===== src/rtl/sysid_check_pkg.sv =====
// Shared types and constants for the boot-time system-ID check sequencer.
// Latency: n/a (declarations only).
// Backpressure: n/a (declarations only).
package sysid_check_pkg;

    // Sequencer states: two read/wait pairs, one compare cycle, two terminal states.
    typedef enum logic [2:0] {
        RD_ID = 3'd0,
        WT_ID = 3'd1,
        RD_TS = 3'd2,
        WT_TS = 3'd3,
        CMP   = 3'd4,
        PASS  = 3'd5,
        FAIL  = 3'd6
    } state_t;

    // Word addresses inside the sysid control_slave.
    localparam logic ADDR_ID = 1'b0;
    localparam logic ADDR_TS = 1'b1;

    // Counter widths: read-latency down-counter and retry counter.
    localparam int LAT_W   = 3;
    localparam int RETRY_W = 3;

    // True in the states that present a read strobe to the slave.
    function automatic logic is_rd_state(input state_t s);
        return (s == RD_ID) || (s == RD_TS);
    endfunction

endpackage


===== src/rtl/sysid_rd_timer.sv =====
// Loadable down-counter with a zero flag; stops at zero. Used for read-latency and stall timeout.
// Latency: load/decrement take effect on the next clock edge; zero is a registered-count decode.
// Backpressure: none; load has priority over decrement.
module sysid_rd_timer #(
    parameter int             W       = 3,
    parameter logic [W-1:0]   RST_VAL = '0
) (
    input  logic         clock,
    input  logic         reset,
    input  logic         load,
    input  logic [W-1:0] load_val,
    input  logic         dec,
    output logic         zero
);

    logic [W-1:0] cnt;

    // Count register: load wins, otherwise decrement and saturate at zero.
    always_ff @(posedge clock or posedge reset) begin
        if (reset) begin
            cnt <= RST_VAL;
        end else if (load) begin
            cnt <= load_val;
        end else if (dec && (cnt != '0)) begin
            cnt <= cnt - W'(1);
        end
    end

    assign zero = (cnt == '0);

endmodule


===== src/rtl/sysid_check_ctrl.sv =====
// Boot-time sequencer: reads sysid words 0/1, compares, retries, reports sticky pass/fail.
// Latency: zero-wait slave, READ_LATENCY=0 -> done 5 cycles after reset release (2 cycles per read + compare).
// Backpressure: holds av_read/av_address while av_waitrequest=1; optional SYSID_CHECK_TIMEOUT_EN aborts long stalls.
module sysid_check_ctrl
    import sysid_check_pkg::*;
#(
    parameter logic [31:0] EXPECTED_ID    = 32'd27,
    parameter logic [31:0] EXPECTED_TS    = 32'd1718188374,
    parameter int          READ_LATENCY   = 0,
    parameter int          MAX_RETRIES    = 2,
    parameter int          TIMEOUT_CYCLES = 255
) (
    input  logic                clock,
    input  logic                reset,
    input  logic                start,
    output logic                av_address,
    output logic                av_read,
    input  logic                av_waitrequest,
    input  logic [31:0]         av_readdata,
    output logic                busy,
    output logic                done,
    output logic                pass,
    output logic                id_mismatch,
    output logic                ts_mismatch,
    output logic                timeout,
    output logic [31:0]         read_id,
    output logic [31:0]         read_ts,
    output logic [RETRY_W-1:0]  retry_cnt
);

    // Reject parameter values the counters cannot represent.
    if (READ_LATENCY < 0 || READ_LATENCY > 7 || MAX_RETRIES < 0 || MAX_RETRIES > 7 ||
        TIMEOUT_CYCLES < 1) begin : g_param_err
        $error("sysid_check_ctrl: parameter out of range");
    end

    state_t state;
    logic   accept;
    logic   lat_zero;
    logic   tmo_hit;

    // Strobe is a state decode so the first read issues in the cycle right after reset release;
    // reset gating keeps it low while reset is held.
    assign av_read    = is_rd_state(state) && !reset;
    assign av_address = ((state == RD_TS) || (state == WT_TS)) ? ADDR_TS : ADDR_ID;
    assign accept     = is_rd_state(state) && !av_waitrequest;

    // Read-latency wait: loaded on acceptance, counts down through the WT_* state.
    sysid_rd_timer #(
        .W       (LAT_W),
        .RST_VAL ('0)
    ) u_lat_timer (
        .clock    (clock),
        .reset    (reset),
        .load     (accept),
        .load_val (LAT_W'(READ_LATENCY)),
        .dec      ((state == WT_ID) || (state == WT_TS)),
        .zero     (lat_zero)
    );

`ifdef SYSID_CHECK_TIMEOUT_EN
    localparam int TMO_W = $clog2(TIMEOUT_CYCLES + 1);

    logic stall;
    logic tmo_zero;

    assign stall = is_rd_state(state) && av_waitrequest;

    // Preloaded with TIMEOUT_CYCLES-1 whenever not stalling, so reaching zero on a stalled
    // cycle means TIMEOUT_CYCLES consecutive stalled strobe cycles have elapsed.
    sysid_rd_timer #(
        .W       (TMO_W),
        .RST_VAL (TMO_W'(TIMEOUT_CYCLES - 1))
    ) u_tmo_timer (
        .clock    (clock),
        .reset    (reset),
        .load     (!stall),
        .load_val (TMO_W'(TIMEOUT_CYCLES - 1)),
        .dec      (stall),
        .zero     (tmo_zero)
    );

    assign tmo_hit = stall && tmo_zero;
`else
    assign tmo_hit = 1'b0;
`endif

    // Sequencer with registered status outputs and captured words.
    always_ff @(posedge clock or posedge reset) begin
        if (reset) begin
            state       <= RD_ID;
            busy        <= 1'b1;
            done        <= 1'b0;
            pass        <= 1'b0;
            id_mismatch <= 1'b0;
            ts_mismatch <= 1'b0;
            timeout     <= 1'b0;
            read_id     <= '0;
            read_ts     <= '0;
            retry_cnt   <= '0;
        end else begin
            case (state)
                RD_ID, RD_TS: begin
                    if (tmo_hit) begin
                        state   <= FAIL;
                        timeout <= 1'b1;
                        busy    <= 1'b0;
                        done    <= 1'b1;
                        pass    <= 1'b0;
                    end else if (accept) begin
                        state <= (state == RD_ID) ? WT_ID : WT_TS;
                    end
                end
                WT_ID: begin
                    if (lat_zero) begin
                        read_id <= av_readdata;
                        state   <= RD_TS;
                    end
                end
                WT_TS: begin
                    if (lat_zero) begin
                        read_ts <= av_readdata;
                        state   <= CMP;
                    end
                end
                CMP: begin
                    id_mismatch <= (read_id != EXPECTED_ID);
                    ts_mismatch <= (read_ts != EXPECTED_TS);
                    if ((read_id == EXPECTED_ID) && (read_ts == EXPECTED_TS)) begin
                        state <= PASS;
                        busy  <= 1'b0;
                        done  <= 1'b1;
                        pass  <= 1'b1;
                    end else if (retry_cnt < RETRY_W'(MAX_RETRIES)) begin
                        retry_cnt <= retry_cnt + RETRY_W'(1);
                        state     <= RD_ID;
                    end else begin
                        state <= FAIL;
                        busy  <= 1'b0;
                        done  <= 1'b1;
                        pass  <= 1'b0;
                    end
                end
                PASS, FAIL: begin
                    if (start) begin
                        state       <= RD_ID;
                        busy        <= 1'b1;
                        done        <= 1'b0;
                        pass        <= 1'b0;
                        id_mismatch <= 1'b0;
                        ts_mismatch <= 1'b0;
                        timeout     <= 1'b0;
                        retry_cnt   <= '0;
                    end
                end
                default: begin
                    state <= RD_ID;
                end
            endcase
        end
    end

endmodule


===== config.mk =====
export PLATFORM = sky130hd
export DESIGN_NAME = sysid_check_ctrl
export DESIGN_NICKNAME = d
export VERILOG_FILES = /design/src/rtl/sysid_check_pkg.sv /design/src/rtl/sysid_rd_timer.sv /design/src/rtl/sysid_check_ctrl.sv
export SDC_FILE = /design/constraint.sdc
export NUM_CORES = 1
export LEC_CHECK = 0
export CAP_MARGIN = 10
export CORE_ASPECT_RATIO = 0.6
export CORE_MARGIN = 10
export CORE_UTILIZATION = 41
export DETAILED_ROUTE_END_ITERATION = 16
export PLACE_DENSITY = 0.76
export SETUP_SLACK_MARGIN = 0.2
export SKIP_LAST_GASP = 1
export SLEW_MARGIN = 20
export SYNTH_ARGS = -nofsm -noshare
export SYNTH_HDL_FRONTEND = slang
export SYNTH_SLANG_ARGS = --single-unit

===== constraint.sdc =====
create_clock -name clock -period 2.5 [get_ports clock]
set_input_delay 0.625 -clock clock [delete_from_list [all_inputs] [get_ports clock]]
set_output_delay 0.625 -clock clock [all_outputs]
set_load 0.005 [all_outputs]

==> results of run 1 <==
-- metal layers --
| layer | GRT usage | wire, µm |
|---|---|---|
| met1 | 0.201 | 4230 |
| met2 | 0.209 | 3840 |
| met3 | 0.0839 | 1010 |
| met4 | 0.0406 | 93 |
| met5 | 0 | 0 |
-- stage by stage --
step	instances	instance area, µm²	utilization
floorplan	244	3350	-
global placement	455	4610	0.582
detailed placement	455	4610	0.582
CTS	471	4920	0.622
global route	471	4920	0.622
finish	471	4920	0.622
-- cell type report --
class | instances | area, µm² | area share
Timing Repair Buffer | 115 | 1170 | 0.238
Clock inverter | 7 | 88.8 | 0.0180
Sequential cell | 78 | 1950 | 0.397
Inverter | 9 | 37.5 | 0.00762
Tap cell | 108 | 135 | 0.0274
Clock buffer | 9 | 225 | 0.0457
Multi-Input combinational cell | 145 | 1310 | 0.267
-- state kept, by name, summed over array words and instances (netlist names) --
signal           cells
read_id             32
read_ts             32
retry_cnt            3
state                3
u_lat_timer.cnt      3
busy                 1
done                 1
id_mismatch          1
pass                 1
ts_mismatch          1
-- path summary, 6_finish.rpt --
kind	start	endpoint	slack (ns)	depth (start not counted)
min reg2reg	busy	busy	0.47	2
min in group asynchronous	reset	state[2]	0.78	3
min	busy	busy	0.47	2
max in group asynchronous	reset	u_lat_timer.cnt[1]	1.15	4
max reg2reg	read_id[31]	state[1]	0.42	5
max	state[2]	av_address	0.27	2
-- where the power goes --
group | internal [mW] | switching, mW
registers | 1.90 | 0.567
logic | 1.86 | 0.913
clock network | 0.867 | 0.496
total | 4.62 | 1.98
-- synthesized netlist by cell type --
| library cell | count | share of area |
|---|---|---|
| a21boi_0 | 1 | 0.0022 |
| a21o_1 | 1 | 0.0022 |
| a21oi_1 | 2 | 0.0030 |
| a22o_1 | 3 | 0.0078 |
| a22o_2 | 1 | 0.0030 |
| a22oi_2 | 1 | 0.0037 |
| a31oi_1 | 1 | 0.0019 |
| a32o_2 | 1 | 0.0034 |
| and3b_1 | 1 | 0.0026 |
| and4b_1 | 2 | 0.0060 |
| buf_2 | 8 | 0.012 |
| buf_4 | 1 | 0.0022 |
| clkbuf_1 | 3 | 0.0034 |
| conb_1 | 1 | 0.0011 |
| dfrtp_1 | 77 | 0.58 |
| dfstp_2 | 1 | 0.0078 |
| ha_1 | 3 | 0.011 |
| inv_1 | 9 | 0.010 |
| mux2_1 | 1 | 0.0034 |
| mux2_2 | 63 | 0.21 |
| mux2i_1 | 1 | 0.0030 |
| nand2_1 | 13 | 0.015 |
| nand3_1 | 5 | 0.0075 |
| nand4_1 | 4 | 0.0075 |
| nor2_2 | 1 | 0.0019 |
| nor2b_1 | 3 | 0.0056 |
| nor3_1 | 1 | 0.0015 |
| nor3b_1 | 2 | 0.0045 |
| nor4_1 | 3 | 0.0056 |
| nor4_2 | 4 | 0.015 |
| nor4_4 | 1 | 0.0063 |
| nor4b_1 | 1 | 0.0026 |
| nor4bb_1 | 7 | 0.021 |
| o211ai_1 | 1 | 0.0022 |
| o21ai_0 | 10 | 0.015 |
| o21bai_1 | 1 | 0.0022 |
| o22a_1 | 1 | 0.0026 |
| o22ai_1 | 1 | 0.0019 |
| o31ai_1 | 1 | 0.0022 |
| or2_2 | 2 | 0.0037 |
-- critical path, stage by stage (launching register included) --
cell and delay, ns:
dfrtp_1 0.52, nor2b_2 0.21, clkdlybuf4s50_1 0.54
-- cell families (layout without fill, tap and decap cells) --
logic type,Yosys count,count (layout),share of synthesized area
flip-flops,78,78,0.583
multiplexers,65,65,0.218
AND/OR/NAND/NOR,50,50,0.106
AO/OA/AOI/OAI,26,26,0.0534
buffers and inverters,21,140,0.0276
adder cells (fa/ha/maj),3,3,0.0112
other,1,1,0.00112
-- placed cells by master, fill, tap and decap left out, types with 7 or more instances in the layout --
cell and instances:
o21ai_0 10, nor4bb_1 7, inv_1 8, clkbuf_16 9, nand2_1 13, clkdlybuf4s50_1 108
mux2_2 63, dfrtp_1 77
==> reports/qor.csv, run 1 <==
stage,metric,value,unit
cts,cts_tree,yes,
floorplanning,coreArea,7910,µm²
floorplanning,io_pins,111,
power_and_ir_drop,p_per_area,1340,nW/µm²
layout,drive_above_1_share,0.275,
grt,grt_pass1_wl,14.7,mm
route,dr.first_iter.drc_count,79,
route,drtAntennaViolNets,0,
cts,clock_latency,0.34,ns
timing,clock_skew,0.00452,ns
floorplanning,start_util,0.423,
cts,htree_levels,3,
synthesis,syn-num-nets,283,
setup_path,path_class,reg2out,
worst_hold_path,min_path_type,reg2reg,
timing,max_freq,0.449,GHz
synthesis,synth_cells,244,
power_and_ir_drop,p_total,6.60,mW
route,drc_errors,0,
cts,cts_setup_buffers,0,
cts,cts_buffers,9,
place,dp_slack,0.150,ns
floorplanning,fp.dieArea,12300,µm²
synthesis,synth.distinct_cells,40,
route,via_count,2414,
synthesis,synth_area_per_cell,13.7,µm²
route,wl_per_cell,19.5,µm
place,portBuffers,109,
cts,cts-resized-gates,2,
grt,grt_overflow,0,
power_and_ir_drop,p_leak,2.05,nW
timing,slew_viol_final,0,
timing,relSlewSlack,0.654,
synthesis,ys_seq_area_frac,0.583,
synthesis,synth_area,3350,µm²
setup_path,crit_path_end_kind,primary output,
timing,rsz0062_at_grt,false,
layout,syn_to_final_growth,47.0,%
place,hpwl,7.06,mm
grt,antenna_found_initial,0,
timing,hold_viol_final,0,
layout,diodes,0,
floorplanning,die_x,137,µm
route,dr.pass1.iters,4,
floorplanning,die_y,90.0,µm
grt,grt_use_total,0.153,
timing,setup_viol,0,
grt,grt_pass1_vias,2557,
floorplanning,rows,25,
synthesis,yosysWarnings,0,
route,vias_per_cell,5.13,
layout,fillers,622,
setup_path,crit_fanout,14,
cts,holdBufCountCts,0,
timing,fin_hold_ws,0.471,ns
cts,clock-sinks,78,
timing,tns,0,ns
setup_path,cp-start-kind,flip-flop,
run,max_cap_violations,0,
grt,grt_max_degree,45,
setup_path,cp.arrival,1.60,ns
timing,layout_setup_ws,0.274,ns
cts,cts_root_buffer,clkbuf_16,
place,gp_congestion,0.778,
timing,min_period,2.23,ns
power_and_ir_drop,ir_worst_vdd,731,µV
route,routed_wirelength,9.17,mm
cts,clockBufferDepth,2,
timing,finalCritPeriodShare,0.891,
cts,clk_pin_slew_worst_paths,0.06,ns
synthesis,ys_ff_latch,78,
layout,fin_nets,397,
status,status,finished clean,
timing,tightest_slew,0.512,ns
setup_path,crit_required,1.88,ns
Power figures use the tool's default switching activity.
==> run 2: changes to the inputs <==
Settings changed: CORE_MARGIN 10 to default.
==> run 2 against run 1 <==
Wire length is 11% lower; design area increased by 0.23%; combinational power is 3% lower; hold slack gained 0.0073 ns; largest power group unchanged; critical path type unchanged; via count shrank 0.33%; largest cell class unchanged.
==> reports/qor.csv, run 2 (synthesis gave the netlist of run 1 again) <==
stage,metric,value,unit
setup_path,crit_required,1.88,ns
setup_path,crit_end,av_address,
cts,cts_buffers,9,
setup_path,r2r_end,read_ts[21],
setup_path,crit_fanout,14,
setup_path,reg2reg_from,u_lat_timer.cnt[0],
grt,grt_max_degree,32,
place,portBuffers,109,
timing,clock_skew,0.00622,ns
cts,holdBufCountCts,0,
worst_hold_path,hp-start,busy,
layout,syn_to_final_growth,47.3,%
cts,cts_tree,yes,
setup_path,path_class,reg2out,
floorplanning,fp.dieArea,8550,µm²
layout,fin_nets,398,
grt,grt_use_total,0.205,
worst_hold_path,min_path_type,reg2reg,
power_and_ir_drop,p_leak,2.05,nW
setup_path,rr_worst_depth,6,
cts,clk_pin_slew_worst_paths,0.06,ns
cts,clock-sinks,78,
timing,layout_setup_ws,0.343,ns
layout,drive_above_1_share,0.275,
layout,reg_top3,"read_id: 32 flops, read_ts: 32 flops",
cts,clockBufferDepth,2,
grt,antenna_found_initial,0,
timing,hold_viol_final,0,
layout,diodes,0,
route,drtAntennaViolNets,0,
setup_path,critical_path.startpoint,state[2],
cts,htree_levels,3,
setup_path,cp-start-kind,flip-flop,
route,via_count,2406,
route,routed_wirelength,8.18,mm
place,hpwl,6.11,mm
timing,setup_viol,0,
floorplanning,io_pins,111,
route,drc_errors,0,
route,dr.first_iter.drc_count,120,
cts,cts_root_buffer,clkbuf_16,
route,dr.pass1.iters,4,
setup_path,reg2reg_setup_slack,0.45,ns
power_and_ir_drop,ir_worst_vdd,680,µV
floorplanning,start_util,0.425,
run,max_cap_violations,0,
timing,finalCritPeriodShare,0.863,
setup_path,crit_path_end_kind,primary output,
timing,min_period,2.16,ns
cts,clock_latency,0.33,ns
grt,grt_pass1_wl,13.3,mm
floorplanning,rows,25,
route,vias_per_cell,5.10,
timing,max_freq,0.464,GHz
layout,layout_common_cells,"clkdlybuf4s50_1, dfrtp_1, mux2_2",
floorplanning,coreArea,7880,µm²
status,status,finished clean,
grt,grt_pass1_vias,2492,
timing,rsz0062_at_grt,false,
route,wl_per_cell,17.3,µm
timing,slew_viol_final,0,
setup_path,cp.arrival,1.53,ns
power_and_ir_drop,p_per_area,1330,nW/µm²
grt,grt_overflow,0,
timing,tns,0,ns
place,gp_congestion,0.755,
place,dp_slack,0.111,ns
floorplanning,die_x,119,µm
floorplanning,die_y,72.0,µm
layout,layout_commonest_cell,clkdlybuf4s50_1,
==> run 2: cell types whose count changed in the layout (fill, tap and decap cells not counted), sizes merged <==
cell,previous run,this run
buf,6,7
clkbuf,9,12
clkinv,5,2
==> run 2: per-stage QoR <==
| stage | utilization | std cells | total power, mW | cell area, µm² | hold slack (ns) |
|---|---|---|---|---|---|
| floorplan | - | 244 | 3.55 | 3350 | 0.462 |
| global placement | 0.586 | 456 | 5.11 | 4620 | 0.464 |
| detailed placement | 0.586 | 456 | 5.20 | 4620 | 0.471 |
| CTS | 0.626 | 472 | 6.61 | 4930 | 0.480 |
| global route | 0.626 | 472 | 6.92 | 4940 | 0.505 |
| finish | 0.626 | 472 | 6.55 | 4940 | 0.478 |
==> run 2: metal layers <==
layer | part of all wire | vias up | track usage
li1 | - | 1125 | -
met5 | 0 | - | 0
met3 | 0.071 | 7 | 0.0794
met2 | 0.43 | 84 | 0.307
met1 | 0.49 | 1190 | 0.281
met4 | 0.0050 | 0 | 0.0506
==> run 2: power breakdown <==
part | leakage [nW] | internal [mW] | switching (mW) | total, mW
logic | 0.971 | 1.85 | 0.852 | 2.70
clock network | 0.157 | 0.898 | 0.479 | 1.38
registers | 0.926 | 1.90 | 0.576 | 2.47
total | 2.05 | 4.64 | 1.91 | 6.55
==> run 2: worst min-delay path by stage <==
stage	slack, ns	cells after the start	end
after floorplan	0.46	2	busy
after global placement	0.46	2	busy
after detailed placement	0.47	2	busy
after CTS	0.48	2	busy
after global routing	0.51	2	busy
final	0.48	2	busy
==> run 2: layout make-up <==
cell class | instances | area (µm²)
fill | 626 | 2950
sequential | 78 | 1950
inverter | 9 | 37.5
clock inverter | 4 | 70.1
multi-input combinational | 145 | 1310
clock buffer | 12 | 246
timing repair buffer | 116 | 1180
tap | 108 | 135
==> run 2: repair_timing <==
action	in CTS	in global routing
setup endpoints to repair	1	1
cloned	0	0
setup buffers	0	0
resized for setup	1	2
==> run 2: worst max-delay path, cell delays in order (launching register included) <==
cell,delay [ns]
dfrtp_2,0.49
nor2b_2,0.19
clkdlybuf4s50_1,0.52
==> run 3: changes to the inputs <==
Clock period 2.5 ns to 1.8 ns, I/O delays scaled along.
==> run 3 against run 2 <==
The run now ends with setup timing left; clock skew down 0.0022 ns; critical path depth up 5; global-route usage up 3.3 points; count of clock-buffer cells in the layout up 1; first-iteration DRC count up 27%; combinational power up 96%; design area up 17%; die area unchanged; register-to-register slack worse by 0.53 ns; hold slack worse by 0.16 ns; critical path type is now reg2reg.
==> reports/qor.csv, run 3 (synthesis gave the netlist of run 1 again) <==
stage,metric,value,unit
status,status,"finished, violations left",
status,violations,setup timing,
timing,rsz0062_at_grt,true,
layout,regArea,1950,µm²
layout,reg_top3,"read_id: 32 flops, read_ts: 32 flops",
cts,cts_buffers,9,
cts,cts_root_buffer,clkbuf_16,
cts,cts_tree,yes,
layout,diodes,0,
power_and_ir_drop,p_per_area,1770,nW/µm²
route,drtAntennaViolNets,0,
floorplanning,die_x,119,µm
timing,min_period,1.88,ns
setup_path,crit_required,2.02,ns
run,max_cap_violations,0,
route,routed_wirelength,9.95,mm
floorplanning,die_y,72.0,µm
floorplanning,fp.dieArea,8550,µm²
timing,max_freq,0.532,GHz
layout,drive_above_1_share,0.436,
power_and_ir_drop,p_leak,2.70,nW
floorplanning,start_util,0.425,
route,via_count,2777,
timing,finalCritPeriodShare,1.04,
cts,clockBufferDepth,2,
place,dp_slack,-0.200,ns
setup_path,crit_path_end_kind,flip-flop,
floorplanning,io_pins,111,
grt,grt_use_total,0.238,
cts,clock-sinks,78,
timing,hold_viol_final,0,
timing,setup_viol,7,
floorplanning,coreArea,7880,µm²
power_and_ir_drop,ir_worst_vdd,888,µV
setup_path,cp-start-kind,flip-flop,
floorplanning,rows,25,
layout,fin_nets,472,
layout,layout_commonest_cell,dfrtp_1,
layout,syn_to_final_growth,72.7,%
cts,htree_levels,3,
place,hpwl,6.41,mm
layout,multi_input_comb_area,1510,µm²
layout,layout_common_cells,"dfrtp_1, dlygate4sd2_1, buf_4",
grt,grt_overflow,0,
grt,antenna_found_initial,0,
setup_path,crit_fanout,6,
setup_path,cp.arrival,2.10,ns
grt,grt_max_degree,30,
timing,layout_setup_ws,-0.0788,ns
timing,clock_skew,0.00400,ns
grt,grt_pass1_wl,15.2,mm
cts,clk_pin_slew_worst_paths,0.06,ns
layout,fillers,569,
layout,final_util,0.734,
layout,postLayoutCellArea,5790,µm²
grt,grt_pass1_vias,2797,
place,portBuffers,109,
place,dpl_cell_area,5060,µm²
place,gp_congestion,0.803,
route,dr.pass1.iters,6,
route,dr.first_iter.drc_count,152,
worst_hold_path,min_path_type,in2async,
route,wl_per_cell,18.3,µm
route,drc_errors,0,
cts,clock_latency,0.33,ns
route,vias_per_cell,5.10,
setup_path,path_class,reg2reg,
timing,slew_viol_final,0,
[run 3: changes by cell type in the layout (fill, tap and decap cells not counted), sizes merged, moves of 2 or more]
cell / delta
dlygate4sd2: +65
clkbuf: +5
clkdlybuf4s50: -73
bufinv: -2
buf: +74
clkdlybuf4s15: +3
[run 3: report_power, final]
group,switching (mW),internal [mW]
clock,0.649,1.03
sequential,0.665,2.64
combinational,1.81,3.47
[run 3: final timing paths]
check	from	end	slack [ns]	cells past startpoint
min in group clock	busy	busy	0.47	2
hold reg to reg	busy	busy	0.47	2
setup reg to reg	read_ts[27]	retry_cnt[1]	-0.08	7
hold / removal	reset	state[2]	0.32	3
setup / recovery	read_ts[27]	retry_cnt[1]	-0.08	7
max in group asynchronous	reset	read_id[2]	1.00	4
[run 3: critical path, cell delays in order, from the launching register on]
cell and delay (ns):
dfrtp_1 0.39, nor4bb_2 0.28, buf_4 0.15, nand4_1 0.18
nor4_4 0.33, buf_6 0.17, nor2_4 0.05, a32o_2 0.22
[run 3: final cells by class]
type | instances | area share
well taps | 108 | 0.0233
clock buffers | 13 | 0.0467
flip-flops and latches | 78 | 0.338
multi-input cells | 145 | 0.262
inverters | 9 | 0.00649
repair buffers | 190 | 0.323
clock inverters | 1 | 0.000865
[run 3: timing repair]
item	in CTS	in global routing
hold buffers	0	0
pin swaps	8	3
gates cloned	5	2
setup buffers	13	8
endpoints found under the setup margin	127	86
gates resized for setup	115	23
[run 3: through the flow]
stage	TNS [ns]	power, mW	hold slack (ns)	cells
floorplan	0	5.10	0.462	244
global placement	-0.735	7.91	0.464	502
detailed placement	-0.750	8.04	0.468	502
CTS	-0.587	10.0	0.477	534
global route	-1.48	10.8	0.335	544
finish	-0.348	10.3	0.317	544
[run 3: routing by layer]
layer / global-route usage / vias up / part of all wire
met1: 0.313 / 1376 / 0.46
met2: 0.368 / 111 / 0.45
met4: 0.0759 / 0 / 0.014
met3: 0.0873 / 15 / 0.082
li1: - / 1275 / -
met5: 0 / - / 0
==> variant 1 (config.mk and constraints of run 3) <==
Put one more register stage on the output `retry_cnt`, cleared by the reset. The value now appears one clock later. The other outputs are not delayed to match.
--- a/src/rtl/sysid_check_ctrl.sv
+++ b/src/rtl/sysid_check_ctrl.sv
@@ -28,4 +28,6 @@
     output logic [RETRY_W-1:0]  retry_cnt
 );
+
+    logic [RETRY_W-1:0] retry_cnt_s0;
 
     // Reject parameter values the counters cannot represent.
@@ -98,5 +100,5 @@
             read_id     <= '0;
             read_ts     <= '0;
-            retry_cnt   <= '0;
+            retry_cnt_s0 <= '0;
         end else begin
             case (state)
@@ -132,6 +134,6 @@
                         done  <= 1'b1;
                         pass  <= 1'b1;
-                    end else if (retry_cnt < RETRY_W'(MAX_RETRIES)) begin
-                        retry_cnt <= retry_cnt + RETRY_W'(1);
+                    end else if (retry_cnt_s0 < RETRY_W'(MAX_RETRIES)) begin
+                        retry_cnt_s0 <= retry_cnt_s0 + RETRY_W'(1);
                         state     <= RD_ID;
                     end else begin
@@ -151,5 +153,5 @@
                         ts_mismatch <= 1'b0;
                         timeout     <= 1'b0;
-                        retry_cnt   <= '0;
+                        retry_cnt_s0 <= '0;
                     end
                 end
@@ -161,4 +163,12 @@
     end
 
+    always_ff @(posedge clock or posedge reset) begin
+        if (reset) begin
+            retry_cnt <= '0;
+        end else begin
+            retry_cnt <= retry_cnt_s0;
+        end
+    end
+
 endmodule
 
Behaviour: not the same (a bounded check fails within 10 cycles, from zero or initial values and one cycle with reset high).
==> variant 1 against run 3 <==
The flow still finishes with violations (setup timing). Total power hardly changed. Sequential power is 5% higher. Synthesized cell count is 0.82% higher. Wire length is 1.9% lower. Synthesized area is 2.2% higher. Via count is 2.6% lower. Sequential cell count is 3 higher. Hold slack better by 0.041 ns. Final area is 2.0% lower. Critical path depth is 1 lower. Worst setup slack better by 0.058 ns.
==> variant 1: results (changes against run 3) <==
Max VDD drop 0.000795 V (-10%); routability cong. 0.818 (+1.9%); WL/cell 18.6 µm (+1.9%); largest net degree at the start of global routing 46 (+53%); Mean Syn Cell Area 13.9 µm² (+1.3%); Inserted Clock Buffers 9 (unchanged); fraction of layout cells with a size suffix above 1 42.3% (-1.3 points); Clk Tree Root Cell clkbuf_16; CP top delay family simple AND/OR/NAND/NOR gates; vias in the first global route 2635 (-5.8%); worst-path maximum fanout 5 (-1); worst r2r dst retry_cnt_s0[2]$_DFFE_PP0P_; setup_tns -0.0428 ns (+0.305 ns); Worst-Skew Late Latency 0.34 ns; fill cell count 578 (+1.6%); Min Hold Slack 0.358 ns (+0.0406 ns); R2R cell count 6 (-1); DP HPWL 6.37 mm (-0.71%); first-iteration detailed-routing DRC count 95 (-38%); slowest stage delay, CP 0.41 ns (+0.02 ns); Post-Place Setup Slack -0.179 ns (+0.0203 ns); Synth cell types 42 (+5.0%); Net count, final 450 (-4.7%); Setup Skew 0.00411 ns (+0.000111 ns); post-synthesis sequential area ratio 59.2% (+0.96 points); vias per cell 5.16 (+1.1%); R2R setup slack -0.02 ns (+0.06 ns); via count 2705 (-2.6%); Synth Warn # 0 (unchanged); synthesized net count 285 (+0.71%); Worst EP arrival 2.05 ns (-0.05 ns); Placed Area 4890 µm² (-3.3%); first-pass GRT wire length 14.9 mm (-2.1%); Critical Path Sink Type register; Critical Path Source read_id[5]$_DFFE_PP0P_; setup violators final 3 (-4); GR Util All Layers 23.3% (-0.47 points); Post-synth top cells dfrtp_1 (80), mux2_2 (62), nand2_1 (13); setup slack after layout -0.0209 ns (+0.0578 ns); placed cells 474 (-5.6%); violations in the final reports setup timing; n_diodes 0 (unchanged); run status complete, but fails checks; Area contributors post-synth dfrtp_1 (58%), mux2_2 (20%), and4bb_2 (1.8%); leakage 2.63 nW (-2.7%)
-- variant 1: cell types whose count changed after synthesis, moves of 4 or more --
cell,before,now
nor4_1,3,7
nor2_1,0,6
nor4_2,4,0
nand2b_1,0,5
nor4bb_1,7,2
and4bb_2,0,5
-- variant 1: report_power, final --
group	switching, W	internal, W
combinational	0.00179	0.00328
sequential	0.000733	0.00273
clock	0.000690	0.00104
total	0.00321	0.00705
-- variant 1: cell families (layout without fill, tap and decap cells) --
kind of cell,count (synthesis),after routing,synth area share [%]
DFF,81,81,59.2
muxes,65,65,21.3
and+or+nand+nor,56,56,10.9
AOI/OAI and AO/OA,23,23,4.75
buffers and inverters,16,186,2.34
adders and majority gates,3,3,1.10
other,1,1,0.110
xor gates and xnor gates,1,1,0.256
-- variant 1: cell type report --
cell class | count | area, µm² | share of cell area (%)
timing repair buffer | 164 | 1620 | 28.6
clock inverter | 3 | 15.0 | 0.265
multi-input combinational | 149 | 1580 | 27.8
clock buffer | 13 | 270 | 4.77
sequential | 81 | 2030 | 35.8
tap | 108 | 135 | 2.38
inverter | 6 | 26.3 | 0.463
-- variant 1: what timing repair did --
item                                    4_1_cts  5_1_grt
resized for setup                            99       53
gates cloned                                  4        1
endpoints found under the setup margin      150       84
buffers inserted                             17       12
pin swaps                                     7       12
-- variant 1: per-layer routing --
layer	share of wire [%]	global-route usage (%)	vias to the layer above
li1	-	-	1233
met5	0	0	-
met1	48	33.4	1349
met3	7.8	7.97	11
met2	43	32.8	112
met4	1.0	8.06	0
-- variant 1: worst min-delay path, delay by kind of cell --
family / cells / cell delay [ns]
buf+inv: 4 / 0.61
==> variant 2 (flow settings as in run 3) <==
Made on the original files. `EXPECTED_TS`: 32'd1718188374 -> 32'd859094187.
--- a/src/rtl/sysid_check_ctrl.sv
+++ b/src/rtl/sysid_check_ctrl.sv
@@ -6,5 +6,5 @@
 #(
     parameter logic [31:0] EXPECTED_ID    = 32'd27,
-    parameter logic [31:0] EXPECTED_TS    = 32'd1718188374,
+    parameter logic [31:0] EXPECTED_TS    = 32'd859094187,
     parameter int          READ_LATENCY   = 0,
     parameter int          MAX_RETRIES    = 2,
Check against the original RTL: not equivalent (Yosys sat finds a counterexample within 10 cycles, from zero or initial values and one cycle with reset high).
==> variant 2 against run 3 <==
Worst setup slack worse by 0.0028 ns. Sequential cell count unchanged. Critical path depth down 6. Total power up 7.2%. Synthesized area up 0.45%. Wire length up 10%. Hold slack worse by 0.088 ns. Final area up 2.5%. Critical path type is now reg -> out. Largest cell class unchanged. The run still ends with setup timing left.
==> variant 2: results (changes against run 3) <==
via count 2823 (+1.7%); setup slack after layout -0.0816 ns (-0.00281 ns); slowest cell on the critical path clkdlybuf4s50_1; Non-Clock Inverter Count 8 (-1); violations in the final reports setup timing; fill cell count 508 (-11%); setup_tns -1.14 ns (-0.790 ns); CP top delay family buffers and inverters; slowest stage delay, CP 0.57 ns (+0.18 ns); met1 usage 36.9% (+5.6 points); Area contributors post-synth dfrtp_1 (57%), mux2_2 (21%), nor4_2 (1.5%); FF+latch area 1960 µm² (about the same); run status complete, but fails checks; area fraction of the dominant cell type after synthesis 57.2% (-0.26 points); Syn Std Cell Area 3370 µm² (+0.45%); leakage 2.83 nW (+4.6%); final std cells w/o fill 542 (-0.37%); worst-path maximum fanout 7 (+1); synthesized net count 279 (-1.4%); synthesized instance count 240 (-1.6%); Post-CTS Resized 163 (+42%); compound-cell area share of the yosys netlist 5.46% (+0.12 points); cell area power density 1850 nW/µm² (+4.6%); P_clk 0.00197 W (+17%); placed cells 488 (-2.8%); DP HPWL 6.30 mm (-1.8%); met2 WL 5.03 mm (+13%); adder-cell share of the synthesized area 1.12% (-0.0050 points); Setup Buffers After CTS 22 (+9); fraction of area in multi-input gates 27.6% (+1.5 points); Setup Skew 0.00983 ns (+0.00583 ns); GR Util met3 6.68% (-2.0 points); clk tree area frac 5.46% (+0.70 points); First-pass DRT Iterations 4 (-2); # clk buffers 10 (-3); seq_cells 78 (unchanged); Placed Area 4930 µm² (-2.5%); Max VDD drop 0.00104 V (+17%); Post-Place Setup Slack -0.239 ns (-0.0394 ns); Net count, final 468 (-0.85%); fraction of layout cells with a size suffix above 1 47.5% (+3.9 points); met3 wire len 586 µm (-28%); largest net degree at the start of global routing 38 (+27%); setup violators final 34 (+27); Non-clock buffers 188 (-1.1%); routability cong. 0.857 (+6.8%); WL met1 5.22 mm (+15%); Gate power share 51.2% (-0.3 points); routing usage on met2 39.6% (+2.8 points); Synth cell types 43 (+7.5%)
[variant 2: changes by cell type in the layout (fill, tap and decap cells not counted), sizes merged, moves of 2 or more]
cell	run 3	this run
nor4b	1	3
dlygate4sd2	66	62
bufinv	0	2
nor2b	3	0
nor4bb	7	4
clkinvlp	1	3
a21o	1	3
[variant 2: worst paths after layout]
kind                                                 end                      from  slack [ns]  depth (start not counted)
worst min register to register          done$_DFFE_PP0P_          done$_DFFE_PP0P_        0.47                          2
max in group asynchronous        read_id[16]$_DFFE_PP0P_                     reset        1.11                          3
worst max register to register  retry_cnt[2]$_DFFE_PP0P_   read_ts[23]$_DFFE_PP0P_       -0.07                          6
min in group clock                      done$_DFFE_PP0P_          done$_DFFE_PP0P_        0.47                          2
worst min-delay path                state[0]$_DFFE_PP0P_                     reset        0.23                          2
worst max-delay path                        retry_cnt[1]  retry_cnt[1]$_DFFE_PP0P_       -0.08                          1
